### src/rtl/fetch_unit.sv
// Instruction-fetch controller: reads the PC, holds a req/ack read to memory and
// presents the fetched word to IF/ID, driving the PC write enable on consume or redirect.
module fetch_unit (
   input  logic        clk_i,
   input  logic        rst_i,
   input  logic        start_i,
   input  logic [31:0] pc_i,
   input  logic        stall_i,
   input  logic        flush_i,
   output logic        mem_req_o,
   output logic [31:0] mem_addr_o,
   input  logic        mem_ack_i,
   input  logic [31:0] mem_data_i,
   output logic        pc_write_o,
   output logic [31:0] inst_o,
   output logic [31:0] inst_pc_o,
   output logic        inst_valid_o,
   output logic [31:0] fetch_cnt_o
);

   typedef enum logic [1:0] {StIdle, StFetch, StDrop, StHold} state_e;

   state_e      state_q, state_d;
   logic [31:0] addr_q, addr_d;
   logic [31:0] inst_q, inst_d;
   logic [31:0] inst_pc_q, inst_pc_d;
   logic        valid_q, valid_d;
   logic [31:0] cnt_q, cnt_d;

   always_ff @(posedge clk_i or negedge rst_i) begin
      if (!rst_i) begin
         state_q   <= StIdle;
         addr_q    <= '0;
         inst_q    <= '0;
         inst_pc_q <= '0;
         valid_q   <= 1'b0;
         cnt_q     <= '0;
      end else begin
         state_q   <= state_d;
         addr_q    <= addr_d;
         inst_q    <= inst_d;
         inst_pc_q <= inst_pc_d;
         valid_q   <= valid_d;
         cnt_q     <= cnt_d;
      end
   end

   always_comb begin
      state_d   = state_q;
      addr_d    = addr_q;
      inst_d    = inst_q;
      inst_pc_d = inst_pc_q;
      valid_d   = valid_q;
      cnt_d     = cnt_q;
      unique case (state_q)
         StIdle: begin
            // pc_i is stale during a flush; wait for the redirected PC.
            if (!flush_i && start_i) begin
               addr_d  = pc_i;
               state_d = StFetch;
            end
         end
         StFetch: begin
            if (flush_i && mem_ack_i) begin
               state_d = StIdle;
            end else if (flush_i) begin
               state_d = StDrop;
            end else if (mem_ack_i) begin
               inst_d    = mem_data_i;
               inst_pc_d = addr_q;
               valid_d   = 1'b1;
               state_d   = StHold;
            end
         end
         StDrop: begin
            // Outstanding request completes at the old address; data is discarded.
            if (mem_ack_i) begin
               state_d = StIdle;
            end
         end
         StHold: begin
            if (flush_i) begin
               valid_d = 1'b0;
               state_d = StIdle;
            end else if (!stall_i) begin
               valid_d = 1'b0;
               cnt_d   = cnt_q + 32'd1;
               state_d = StIdle;
            end
         end
         default: state_d = StIdle;
      endcase
   end

   assign mem_req_o    = (state_q == StFetch) || (state_q == StDrop);
   assign mem_addr_o   = addr_q;
   assign pc_write_o   = flush_i || ((state_q == StHold) && !stall_i);
   assign inst_o       = inst_q;
   assign inst_pc_o    = inst_pc_q;
   assign inst_valid_o = valid_q;
   assign fetch_cnt_o  = cnt_q;

endmodule
### config.mk
export PLATFORM = sky130hd
export DESIGN_NAME = fetch_unit
export DESIGN_NICKNAME = d
export VERILOG_FILES = /design/src/rtl/fetch_unit.sv
export SDC_FILE = /design/constraint.sdc
export NUM_CORES = 1
export LEC_CHECK = 0
export BUFFER_PORTS_ARGS = -buffer_cell sky130_fd_sc_hd__buf_2
export CORE_MARGIN = 3
export CORE_UTILIZATION = 51
export CTS_BUF_LIST = sky130_fd_sc_hd__clkbuf_8
export CTS_CLUSTER_DIAMETER = 120
export CTS_CLUSTER_SIZE = 24
export DETAILED_ROUTE_END_ITERATION = 8
export PLACE_DENSITY = 0.83
export SETUP_SLACK_MARGIN = 0.02
export SYNTH_ARGS = -nofsm -noshare
export SYNTH_HDL_FRONTEND = slang
export SYNTH_SLANG_ARGS = --single-unit
### constraint.sdc
create_clock -name clk_i -period 2.65 [get_ports clk_i]
set_input_delay 0.53 -clock clk_i [delete_from_list [all_inputs] [get_ports clk_i]]
set_output_delay 0.53 -clock clk_i [all_outputs]
set_load 0.005 [all_outputs]
==> flow_metrics.env <==
export IMPL_clockBufferDepth=2
export IMPL_ys_warn_count=0
export IMPL_synth_main_ff_cell="dfrtp_1"
export IMPL_synthArstFlopShare=1.000
export IMPL_drc=0
export IMPL_setup_worst_path_start_class="flip-flop"
export IMPL_die_area_um2=11530
export IMPL_critPathTopFamily="simple AND/OR/NAND/NOR gates"
export IMPL_wl_um=11490
export IMPL_p_comb_frac=0.293
export IMPL_hold_violations=0
export IMPL_drtAntennaViolNets=0
export IMPL_final_common_cell="buf_2"
export IMPL_design_area_um2=6909
export IMPL_period_minus_slack_ps=2162
export IMPL_leakage_uw=0.003536
export IMPL_die_width_um=107.4
export IMPL_io_pins=201
export IMPL_area_growth_pct=31.85
export IMPL_final_util=0.7004
export IMPL_rrSetupSlack_ps=490
export IMPL_swShare=0.2816
export IMPL_synth_edff_count=0
export IMPL_wire_per_inst_um=16.00
export IMPL_r2r_cells=6
export IMPL_grt_usage=0.1984
export IMPL_gr_total_overflow=0
export IMPL_hpwl_um=8441
export IMPL_critical_path_slowest_cell="nor3b_4"
export IMPL_synth_seq_area_share=0.6256
export IMPL_yosysUniqueCellTypes=29
export IMPL_synth_top_area_share=0.6256
export IMPL_skew_ps=12.86
export IMPL_cts_tree="done"
export IMPL_arrival_ps=2460
export IMPL_place_area_um2=6417
export IMPL_synthCells=358
export IMPL_tightest_slew_ps=521.9
export IMPL_cts_resized=0
export IMPL_slew_viol_final=0
export IMPL_timing_fmax_ghz=0.4626
export IMPL_synth_avg_cell_area_um2=14.64
export IMPL_worstHoldPathType="in2async"
export IMPL_cts_htree_levels=4
export IMPL_netlist_area_um2=5240
export IMPL_yosys_area_top_type="dfrtp_1"
export IMPL_cts_root_buf="clkbuf_8"
export IMPL_dieHeight_um=107.4
export IMPL_r2r_end="fetch_cnt_o[31]"
export IMPL_port_buffers=200
export IMPL_timing_final_crit_share=0.8158
export IMPL_drive_gt1_frac=0.5846
export IMPL_drt_pass1_iter_count=4
export IMPL_cp_common_cell="nand4_1"
export IMPL_clockPowerShare=0.271
export IMPL_cp_end_kind="flip-flop"
export IMPL_critPathBufInv=0
export IMPL_power_density_nw_per_um2=1074
export IMPL_path_clk_slew_ps=80
export IMPL_post_cts_setup_buffers=0
export IMPL_cts_made_buffers=17
export IMPL_crit_chain="ha_1 > nor3b_4 > nand4_1 > nor4_2 > nand4_1 > xnor2_1"
export IMPL_drv_cap=0
export IMPL_cp_data_required_time_ps=2950
export IMPL_status="completed"
export IMPL_switching_power_uw=2090
export IMPL_cpPeakStageDelay_ps=450
export IMPL_first_iter_violations=108
export IMPL_max_slew_margin=0.6520
export IMPL_antenna_found_initial=0
export IMPL_cts_hold_buffers=0
export IMPL_total_power_uw=7423
export IMPL_synth_area_top_cells="dfrtp_1 63%, mux2_2 21%, xnor2_1 3.3%"
export IMPL_via_per_inst=5.054
export IMPL_synth_fp_nets=434
export IMPL_vias=3629
export IMPL_layout_nets=648
export IMPL_ys_seq_elements=131
export IMPL_grt_pass1_wl_um=17730
export IMPL_gp_congestion=0.8132
export IMPL_sequentialPowerShare=0.436
export IMPL_reg2reg_from="state_q[1]"
export IMPL_cts_sinks=131
export IMPL_rsz0062_at_grt="false"
export IMPL_path_max_fanout=9
export IMPL_grt_start_max_net_pins=85
export IMPL_peakVddDrop_mv=0.5405
export IMPL_core_area_um2=9864
export IMPL_grt_pass1_vias=3719
export IMPL_num_rows=36
export IMPL_tns_ps=0
export IMPL_p_int_uw=5333
export IMPL_num_antenna_cells=0
export IMPL_worstSetupPathType="reg2reg"
export IMPL_clk_latency_ps=420
export IMPL_setup_violations=0
export IMPL_start_util=0.5312
export IMPL_hold_ws_ps=48.75
export IMPL_most_common_layout_cells="199 x buf_2, 131 x dfrtp_1, 98 x mux2_2"
## worst register-to-register path, stage by stage (launching register included)
cell     delay (ps)
dfrtp_1         380
ha_1            250
nor3b_4         460
nand4_1         280
nor4_2          370
nand4_1         160
xnor2_1         150
## kinds of logic (layout without fill, tap and decap cells)
logic type,count (synthesis),in the layout,share of synthesized area
compound gates,9,9,0.01027
xor+xnor,31,31,0.05181
fa+ha+maj,6,6,0.01433
buf+inv,15,242,0.01218
flops,131,131,0.6256
mux,99,99,0.2125
simple gates,67,67,0.07331
## how the worst max path moves through the flow
| stage | start | slack (ps) | depth (start not counted) | end |
|---|---|---|---|---|
| finish | state_q[1] | 490 | 6 | fetch_cnt_o[31] |
| global route | state_q[1] | 290 | 6 | fetch_cnt_o[29] |
| CTS | state_q[1] | 470 | 6 | fetch_cnt_o[31] |
| detailed placement | flush_i | 440 | 6 | fetch_cnt_o[31] |
| global placement | flush_i | 500 | 6 | fetch_cnt_o[31] |
| floorplan | state_q[1] | 790 | 6 | fetch_cnt_o[31] |
## stage by stage
stage          worst slack, ps  cells
2_1_floorplan            791.7    358
5_1_grt                  285.7    718
3_3_place_gp             501.7    686
3_5_place_dp             443.8    686
6_report                 488.1    718
4_1_cts                  465.1    718
## power groups by stage
| stage | clock network (µW) | logic, µW | registers [µW] |
|---|---|---|---|
| 6_report | 2010 | 2170 | 3240 |
| 5_1_grt | 2150 | 2380 | 3340 |
| 4_1_cts | 2060 | 2220 | 3250 |
| 3_5_place_dp | 0 | 2210 | 3270 |
| 3_3_place_gp | 0 | 2140 | 3200 |
| 2_1_floorplan | 0 | 1010 | 3300 |
## synthesized netlist by cell type, types with 3 or more instances
master,instances
a21oi_1,3
xor2_1,11
xnor2_1,20
ha_1,6
inv_1,5
nand3_1,9
buf_2,6
nor2_1,14
and3_1,6
nand4_1,11
dfrtp_1,131
nand2_1,16
mux2_2,98
o21ai_0,3
## sequential cells by signal, summed over array words and instances (netlist names)
name and count:
inst_o 32, fetch_cnt_o 32, inst_pc_o 32, mem_addr_o 32, state_q 2, inst_valid_o 1
## layer usage
metal | vias up | wire (µm) | global-route usage
li1 | 1685 | - | -
met1 | 1789 | 4369 | 0.2200
met2 | 134 | 6078 | 0.3525
met3 | 21 | 760 | 0.05279
met4 | 0 | 277 | 0.09558
met5 | - | 0 | 0
## area by class of cell
cell class                 instances  area [µm²]
sequential                       131        3278
fill                             703        2955
multi-input combinational        212        1901
timing repair buffer             205        1054
clock buffer                      19       261.5
clock inverter                    13       230.2
tap                              133       166.4
inverter                           5       18.77
No activity file was read; power rests on OpenSTA's default activity.
